$ cat src/rtl/gb_video_pkg.sv
// Shared types for the bitmap display's producer side.
//   SCREEN_W / SCREEN_H : default frame geometry in pixels.
//   gb_color_t          : 2-bit pixel color.
//   pix_entry_t         : one buffered stream pixel (start-of-frame flag + color).
//   writer_state_t      : writer FSM states (WRITE = streaming, SWAP = waiting for ack).
package gb_video_pkg;

  localparam int SCREEN_W = 160;
  localparam int SCREEN_H = 120;

  typedef logic [1:0] gb_color_t;

  typedef struct packed {
    logic      sof;
    gb_color_t color;
  } pix_entry_t;

  typedef enum logic {
    WRITE = 1'b0,
    SWAP  = 1'b1
  } writer_state_t;

endpackage

$ cat src/rtl/pixel_fifo.sv
// Small synchronous FIFO holding stream pixels between the renderer and the writer.
// Ports:
//   clk, reset          : clock, synchronous active-high reset (empties the FIFO)
//   push, push_data     : write request/data; ignored while full, even if popping
//   pop, pop_data       : read request; pop_data shows the head entry while not empty
//   full, empty         : occupancy flags
module pixel_fifo
  import gb_video_pkg::*;
#(
  parameter int  DEPTH = 4,
  parameter type T     = pix_entry_t
) (
  input  logic clk,
  input  logic reset,
  input  logic push,
  input  T     push_data,
  input  logic pop,
  output T     pop_data,
  output logic full,
  output logic empty
);

  localparam int AW = (DEPTH > 1) ? $clog2(DEPTH) : 1;
  localparam int CW = $clog2(DEPTH + 1);

  T              mem_q [DEPTH];
  logic [AW-1:0] wr_ptr_q, wr_ptr_d;
  logic [AW-1:0] rd_ptr_q, rd_ptr_d;
  logic [CW-1:0] count_q, count_d;
  logic          do_push, do_pop;

  assign full     = (count_q == CW'(DEPTH));
  assign empty    = (count_q == '0);
  // No full-bypass: a full FIFO refuses the push even when a pop frees a slot.
  assign do_push  = push && !full;
  assign do_pop   = pop && !empty;
  assign pop_data = mem_q[rd_ptr_q];

  // Pointers wrap naturally because DEPTH is a power of two.
  always_comb begin
    wr_ptr_d = wr_ptr_q;
    rd_ptr_d = rd_ptr_q;
    count_d  = count_q;
    if (do_push) wr_ptr_d = wr_ptr_q + AW'(1);
    if (do_pop)  rd_ptr_d = rd_ptr_q + AW'(1);
    case ({do_push, do_pop})
      2'b10:   count_d = count_q + CW'(1);
      2'b01:   count_d = count_q - CW'(1);
      default: count_d = count_q;
    endcase
  end

  always_ff @(posedge clk) begin
    if (reset) begin
      wr_ptr_q <= '0;
      rd_ptr_q <= '0;
      count_q  <= '0;
    end else begin
      wr_ptr_q <= wr_ptr_d;
      rd_ptr_q <= rd_ptr_d;
      count_q  <= count_d;
    end
  end

  // Storage needs no reset; the pointers define what is valid.
  always_ff @(posedge clk) begin
    if (do_push) mem_q[wr_ptr_q] <= push_data;
  end

endmodule

$ cat src/rtl/frame_pixel_writer.sv
// Producer side of the double-buffered bitmap display. Buffers a raster-order pixel
// stream and turns it into registered back-buffer writes, then requests a buffer swap
// after the last pixel of each frame and stalls the stream until it is acknowledged.
// Ports:
//   clk, reset                        : clock, synchronous active-high reset
//   pix_valid/pix_ready/pix_color/pix_sof : input pixel stream (valid/ready)
//   x, y, color, wr_en                : registered back-buffer write
//   swapBuffer, bufferSwapped         : swap request / one-cycle acknowledge
//   frame_done                        : pulse the cycle after the ack is taken
//   sync_err                          : pulse alongside a write resynchronised by SOF
//   frame_count                       : swapped frames, modulo 256
module frame_pixel_writer
  import gb_video_pkg::*;
#(
  parameter int WIDTH      = SCREEN_W,
  parameter int HEIGHT     = SCREEN_H,
  parameter int FIFO_DEPTH = 4
) (
  input  logic       clk,
  input  logic       reset,
  input  logic       pix_valid,
  output logic       pix_ready,
  input  logic [1:0] pix_color,
  input  logic       pix_sof,
  output logic [7:0] x,
  output logic [7:0] y,
  output logic [1:0] color,
  output logic       wr_en,
  output logic       swapBuffer,
  input  logic       bufferSwapped,
  output logic       frame_done,
  output logic       sync_err,
  output logic [7:0] frame_count
);

  localparam logic [7:0] X_LAST = 8'(WIDTH - 1);
  localparam logic [7:0] Y_LAST = 8'(HEIGHT - 1);

  writer_state_t state_q, state_d;
  logic [7:0]    cur_x_q, cur_x_d, cur_y_q, cur_y_d;
  logic [7:0]    x_q, x_d, y_q, y_d, frame_count_q, frame_count_d;
  gb_color_t     color_q, color_d;
  logic          wr_en_q, wr_en_d, frame_done_q, frame_done_d, sync_err_q, sync_err_d;

  pix_entry_t    push_entry, head;
  logic          fifo_full, fifo_empty, pop, resync;
  logic [7:0]    wr_x, wr_y;

  assign push_entry = '{sof: pix_sof, color: pix_color};
  assign pix_ready  = !fifo_full;
  assign pop        = (state_q == WRITE) && !fifo_empty;

  pixel_fifo #(
    .DEPTH (FIFO_DEPTH),
    .T     (pix_entry_t)
  ) u_fifo (
    .clk       (clk),
    .reset     (reset),
    .push      (pix_valid),
    .push_data (push_entry),
    .pop       (pop),
    .pop_data  (head),
    .full      (fifo_full),
    .empty     (fifo_empty)
  );

  // A SOF pixel away from the origin restarts the frame: it is written at (0,0)
  // and the counters advance from there as for any pixel at the origin.
  assign resync = pop && head.sof && ((cur_x_q != 8'd0) || (cur_y_q != 8'd0));
  assign wr_x   = resync ? 8'd0 : cur_x_q;
  assign wr_y   = resync ? 8'd0 : cur_y_q;

  always_comb begin
    state_d       = state_q;
    cur_x_d       = cur_x_q;
    cur_y_d       = cur_y_q;
    x_d           = x_q;
    y_d           = y_q;
    color_d       = color_q;
    frame_count_d = frame_count_q;
    wr_en_d       = 1'b0;
    frame_done_d  = 1'b0;
    sync_err_d    = 1'b0;
    case (state_q)
      WRITE: begin
        if (pop) begin
          wr_en_d    = 1'b1;
          x_d        = wr_x;
          y_d        = wr_y;
          color_d    = head.color;
          sync_err_d = resync;
          if (wr_x == X_LAST) begin
            cur_x_d = 8'd0;
            if (wr_y == Y_LAST) begin
              cur_y_d = 8'd0;
              state_d = SWAP;
            end else begin
              cur_y_d = wr_y + 8'd1;
            end
          end else begin
            cur_x_d = wr_x + 8'd1;
            cur_y_d = wr_y;
          end
        end
      end
      SWAP: begin
        // Leaving on the first ack cycle makes a long ack count as one swap.
        if (bufferSwapped) begin
          state_d       = WRITE;
          frame_count_d = frame_count_q + 8'd1;
          frame_done_d  = 1'b1;
        end
      end
      default: state_d = WRITE;
    endcase
  end

  always_ff @(posedge clk) begin
    if (reset) begin
      state_q       <= WRITE;
      cur_x_q       <= 8'd0;
      cur_y_q       <= 8'd0;
      x_q           <= 8'd0;
      y_q           <= 8'd0;
      color_q       <= 2'd0;
      wr_en_q       <= 1'b0;
      frame_done_q  <= 1'b0;
      sync_err_q    <= 1'b0;
      frame_count_q <= 8'd0;
    end else begin
      state_q       <= state_d;
      cur_x_q       <= cur_x_d;
      cur_y_q       <= cur_y_d;
      x_q           <= x_d;
      y_q           <= y_d;
      color_q       <= color_d;
      wr_en_q       <= wr_en_d;
      frame_done_q  <= frame_done_d;
      sync_err_q    <= sync_err_d;
      frame_count_q <= frame_count_d;
    end
  end

  assign x           = x_q;
  assign y           = y_q;
  assign color       = color_q;
  assign wr_en       = wr_en_q;
  assign frame_done  = frame_done_q;
  assign sync_err    = sync_err_q;
  assign frame_count = frame_count_q;
  assign swapBuffer  = (state_q == SWAP);

endmodule

$ cat config.mk
export PLATFORM = sky130hd
export DESIGN_NAME = frame_pixel_writer
export DESIGN_NICKNAME = d
export VERILOG_FILES = /design/src/rtl/gb_video_pkg.sv /design/src/rtl/pixel_fifo.sv /design/src/rtl/frame_pixel_writer.sv
export SDC_FILE = /design/constraint.sdc
export NUM_CORES = 1
export LEC_CHECK = 0
export ABC_AREA = 0
export BUFFER_PORTS_ARGS = -buffer_cell sky130_fd_sc_hd__buf_2
export CAP_MARGIN = 40
export CORE_ASPECT_RATIO = 2
export CORE_UTILIZATION = 46
export CTS_CLUSTER_DIAMETER = 80
export DETAILED_ROUTE_END_ITERATION = 8
export PLACE_DENSITY_LB_ADDON = 0.12
export SLEW_MARGIN = 20
export SYNTH_ARGS = -nofsm -noshare
export SYNTH_HDL_FRONTEND = slang
export SYNTH_SLANG_ARGS = --single-unit
$ cat constraint.sdc
create_clock -name clk -period 7 [get_ports clk]
set_input_delay 0.7 -clock clk [delete_from_list [all_inputs] [get_ports clk]]
set_output_delay 0.7 -clock clk [all_outputs]
set_load 0.03 [all_outputs]
==> flow_summary.yaml, run 1 <==
setup_path:
  cp_slowest_cell: "or2_2"
  cp-start-kind: "flip-flop"
  crit_arrival_ps: 3240
  crit_family: "simple AND/OR/NAND/NOR gates"
  cp_common_cell: "or2_2"
  crit_path_end_kind: "flip-flop"
  critPathMaxFanout: 37
  crit_path_max_incr_delay_ps: 620
  worstPathBufferInverterCount: 0
  worstSetupPathType: "reg -> reg"
  required_ps: 7200
  cp_cell_sequence: "nor3_1, or2_2, or2_2, and2_1, ha_1, and4_1, nand2_1, o311ai_1, a31oi_1"
timing:
  setup_viol: 0
  layout_worst_path_cycle_share: 0.434
  finalHoldViolCount: 0
  period_needed_ps: 3030
  skew_ps: 4.69
  drv_slew: 0
  tightest_slew_ps: 686
  rsz0062_at_grt: "false"
  fmax_ghz: 0.329
  slew_headroom: 0.542
  finalSetupTns_ps: 0
clocking:
  cts_buffers: 9
  cts_root_buf: "clkbuf_16"
  post_cts_buffers: 0
  clk_latency_ps: 330
  htreeDepth: 3
  cts_buffer_depth: 2
  cts_hold_buf: 0
  post_cts_resized: 0
  cts_tree: "yes"
  path_clk_slew_ps: 50
  cts_sinks: 67
floorplanning:
  core_area_um2: 6360
  die_w_um: 59.6
  io_pins: 38
  row_count: 41
  dieArea_um2: 6980
  die_h_um: 117
  initial_core_util: 0.479
logic_synthesis:
  syn_avg_cell_area_um2: 9.10
  syn_inst: 335
  synthArstFlopShare: 0
  ys_ff_latch: 67
  yosysSeqAreaShare: 0.479
  synth_cell_type_count: 45
  synth_edf_count: 12
  yosys_most_used_dff: "dfxtp_1"
  ys_warn_count: 0
  synth_fp_nets: 351
  syn_area_um2: 3050
power:
  leakage_uw: 0.00133
  power_density_nw_per_um2: 341
  irDropWorstVdd_mv: 0.236
layout:
  area_growth_syn_to_layout_pct: 17.1
  drive_above_1_share: 0.170
  final_area_um2: 3570
  fin_nets: 381
  antennaDiodeCount: 0
global_route:
  grt_use_total: 0.209
  grt_pass1_wl_um: 10800
  antenna_found_initial: 0
  grt.overflow.total: 0
  grt_pass1_vias: 2302
  grt_start_max_net_pins: 40
drt:
  wl_per_cell_um: 14.6
  drc_errors: 0
  ant_nets: 0
  drtPass1Iterations: 6
  drt-total-wl_um: 6640
  vias: 2552
  drt_iter0_drc: 123
  viasPerCell: 5.60
placement:
  hpwl_um: 4630
  place_area_um2: 3270
  gp_congestion: 0.821
  port-buffer-count: 37
worst_hold_path:
  hp-class: "reg -> reg"
outcome:
  status: "completed"
flow_run:
  maxCapViolCount: 0
==> power by group <==
| part | internal (uW) | total [uW] | leakage [uW] | switching [uW] |
|---|---|---|---|---|
| clock network | 272 | 428 | 0.000141 | 156 |
| logic | 108 | 326 | 0.000630 | 217 |
| registers | 434 | 465 | 0.000556 | 30.4 |
==> state kept, by name, indices dropped and copies added (netlist names), named ones only <==
signal	cells
swapBuffer	1
u_fifo.count_q	3
u_fifo.wr_ptr_q	2
x	8
cur_x_q	8
wr_en	1
frame_done	1
sync_err	1
u_fifo.mem_q	12
y	8
color	2
frame_count	8
u_fifo.rd_ptr_q	2
cur_y_q	8
==> worst register-to-register path, cell delays in order, from the launching register on <==
cell,delay [ps]
dfxtp_1,340
nor3_1,290
or2_2,620
or2_2,270
and2_1,140
ha_1,220
and4_1,330
nand2_1,220
o311ai_1,370
a31oi_1,120
==> final cells by class <==
class,count,area [um2]
fill,622,2790
sequential,67,1460
multi-input combinational,230,1420
clock buffer,10,229
timing repair buffer,40,228
tap,86,108
inverter,17,63.8
clock inverter,6,56.3
==> Yosys cell counts, types with 5 or more instances <==
library cell  instances  share of area
dfxtp_1              55           0.36
nand2_1              41          0.050
a21oi_1              32          0.053
nand3_1              30          0.049
nor2_1               21          0.026
inv_1                16          0.020
nand4_1              16          0.033
edfxtp_1             12           0.12
clkbuf_1             11          0.014
ha_1                  8          0.033
o32ai_1               7          0.020
and2_1                6          0.012
and3_1                6          0.012
buf_1                 6         0.0074
xnor2_1               6          0.017
a31oi_1               5          0.010
nor3_1                5         0.0082
or3_1                 5          0.010
==> cells in the final DEF, fill, tap and decap left out, types with 4 or more instances in the layout <==
cell	instances
a21oi_1	32
nand4_1	16
and2_1	6
o21ai_0	4
or3_1	5
edfxtp_1	12
and3_1	6
nor2_1	21
xor2_1	4
dfxtp_1	55
nand2_1	41
xnor2_1	6
clkbuf_16	9
nand3_1	30
o32ai_1	7
or4_1	4
inv_1	16
buf_2	37
ha_1	8
nor3_1	5
a31oi_1	5
==> path summary, 6_finish.rpt <==
check,startpoint,end,slack [ps],cells after the start
hold / removal,x[2],x[2],450,2
hold reg to reg,x[2],x[2],450,2
setup / recovery,u_fifo.count_q[0],cur_y_q[7],3970,9
setup reg to reg,u_fifo.count_q[0],cur_y_q[7],3970,9
==> kinds of logic after synthesis <==
kind of cell    count (synthesis)  share of synthesized area
simple gates                  151                      0.255
mux                             4                     0.0259
fa+ha+maj                       9                     0.0394
compound gates                 56                      0.119
xor+xnor                       10                     0.0287
buf+inv                        38                     0.0534
flops                          67                      0.479
==> through the flow <==
stage,total power [uW],std cells,utilization,setup slack (ps),hold slack (ps)
floorplan,731,335,-,4300,466
global placement,782,438,0.511,3860,436
detailed placement,791,439,0.514,3750,444
CTS,1220,455,0.559,3720,451
global route,1290,456,0.561,3720,470
finish,1220,456,0.561,3970,447
==> per-layer routing <==
metal  GRT usage  vias to the layer above  part of all wire
met2       0.358                       61              0.54
met4       0.124                        0             0.038
met3      0.0571                       30             0.039
li1            -                     1264                 -
met1       0.224                     1197              0.39
met5           0                        -                 0
(Power assumes the default switching activity.)
==> run 2: changes to the inputs <==
- clock period: 7 -> 2.85 ns (I/O delays scaled with it)
==> run 2 against run 1 <==
The flow now finishes with violations (setup timing); clock power rose to 2.6 times the previous value; via count grew 5.7%; non-clock buffer count increased by 26; highest routed layer unchanged.
==> flow_summary.yaml, run 2 (synthesized netlist as in run 1, its figures left out) <==
outcome:
  status: "complete, but fails checks"
  violations: "setup timing"
drt:
  wl_per_cell_um: 15.5
  vias: 2697
  drc_errors: 0
  viasPerCell: 5.60
  drt-total-wl_um: 7460
  drt_iter0_drc: 124
  ant_nets: 0
  drtPass1Iterations: 4
timing:
  setup_viol: 1
  finalHoldViolCount: 0
  finalSetupTns_ps: -13.3
  fin_hold_ws_ps: 173
  skew_ps: 8.00
  layout_worst_path_cycle_share: 1.00
  rsz0062_at_grt: "true"
  setup_slack_ps: -13.3
  slew_headroom: 0.549
  drv_slew: 0
  period_needed_ps: 2860
  fmax_ghz: 0.349
  tightest_slew_ps: 675
global_route:
  grt_use_total: 0.232
  antenna_found_initial: 0
  grt_start_max_net_pins: 57
  grt_pass1_vias: 2554
  grt.overflow.total: 0
  grt_pass1_wl_um: 11900
power:
  power.switching_uw: 1030
  leakage_uw: 0.00146
  p_sw_frac: 0.327
  power_density_nw_per_um2: 824
  power.internal_uw: 2110
  pwr-share-clk: 0.351
  power_uw: 3140
  pwr-share-comb: 0.290
  irDropWorstVdd_mv: 0.539
  pwr-share-seq: 0.359
layout:
  final_cell_mix: "dfxtp_1, nand2_1, buf_2, a21oi_1, nand3_1"
  largest_register_ffs: 12
  final_area_um2: 3810
  layout_commonest_cell: "dfxtp_1"
  drive_above_1_share: 0.250
  antennaDiodeCount: 0
  top_register: "u_fifo.mem_q"
  area_growth_syn_to_layout_pct: 25.0
  fin_nets: 407
floorplanning:
  initial_core_util: 0.479
  core_area_um2: 6360
  io_pins: 38
  row_count: 41
  die_h_um: 117
  dieArea_um2: 6980
  die_w_um: 59.6
clocking:
  cts_buffers: 9
  cts_sinks: 67
  cts_root_buf: "clkbuf_16"
  clk_latency_ps: 330
  htreeDepth: 3
  path_clk_slew_ps: 50
  cts_buffer_depth: 2
  cts_tree: "yes"
worst_hold_path:
  min_path_cells: 1
  min_to: "u_fifo.mem_q[1][1]"
  hp-start: "pix_color[1]"
  hp-class: "in -> reg"
setup_path:
  r2r.worst_path.cells: 9
  rrSetupSlack_ps: -10
  worstSetupPathType: "reg -> reg"
  r2r_end: "cur_y_q[1]"
  crit_path_end_kind: "flip-flop"
  crit_arrival_ps: 3100
  required_ps: 3090
  regToRegStartpoint: "cur_y_q[4]"
  critPathMaxFanout: 4
  cp-start-kind: "flip-flop"
placement:
  gp_congestion: 0.892
  place_area_um2: 3440
  hpwl_um: 5090
  port-buffer-count: 37
  post-place-ws_ps: 66.0
flow_run:
  maxCapViolCount: 0
run 2: worst max-delay path by stage:
| stage | from | to | slack (ps) |
|---|---|---|---|
| 2_1_floorplan | cur_x_q[5] | swapBuffer | 150 |
| 3_3_place_gp | cur_y_q[1] | cur_y_q[1] | 80 |
| 3_5_place_dp | cur_y_q[1] | cur_y_q[7] | 70 |
| 4_1_cts | cur_y_q[1] | cur_y_q[7] | 50 |
| 5_1_grt | cur_y_q[4] | cur_y_q[1] | -40 |
| 6_report | cur_y_q[4] | cur_y_q[1] | -10 |
run 2: final cells by class:
type / instances / area, um2
Clock buffer: 14 / 264
Clock inverter: 2 / 35.0
Fill cell: 624 / 2550
Inverter: 17 / 63.8
Multi-Input combinational cell: 230 / 1470
Sequential cell: 67 / 1460
Tap cell: 86 / 108
Timing Repair Buffer: 66 / 403
run 2: power by group through the flow:
| stage | logic [uW] | clock network, uW | registers, uW |
|---|---|---|---|
| CTS | 864 | 1120 | 1130 |
| detailed placement | 859 | 0 | 1150 |
| floorplan | 602 | 0 | 1190 |
| finish | 909 | 1100 | 1130 |
| global route | 996 | 1170 | 1140 |
| global placement | 860 | 0 | 1140 |
run 2: what timing repair did:
action | in CTS | in global routing
setup endpoints to repair | 0 | 10
hold endpoints to repair | 0 | 0
buffers inserted | 0 | 3
hold buffers | 0 | 0
resized for setup | 0 | 15
run 2: worst max-delay path, stage by stage, from the launching register on:
cell	delay, ps
dfxtp_2	320
or4_4	540
o41ai_4	380
or2_4	200
and2_4	150
ha_4	140
nand4_1	270
nor2_1	390
nand4_1	150
o32ai_1	230
run 2: per-stage QoR:
stage | utilization | std cells
after global placement | 0.540 | 463
final | 0.599 | 482
after floorplan | - | 335
after detailed placement | 0.540 | 463
after CTS | 0.587 | 479
after global routing | 0.599 | 482
run 2: per-layer routing:
layer / wire (um) / share of wire / global-route usage
met2: 4030 / 0.54 / 0.403
met1: 2770 / 0.37 / 0.248
met5: 0 / 0 / 0
met4: 347 / 0.047 / 0.143
met3: 307 / 0.041 / 0.0516
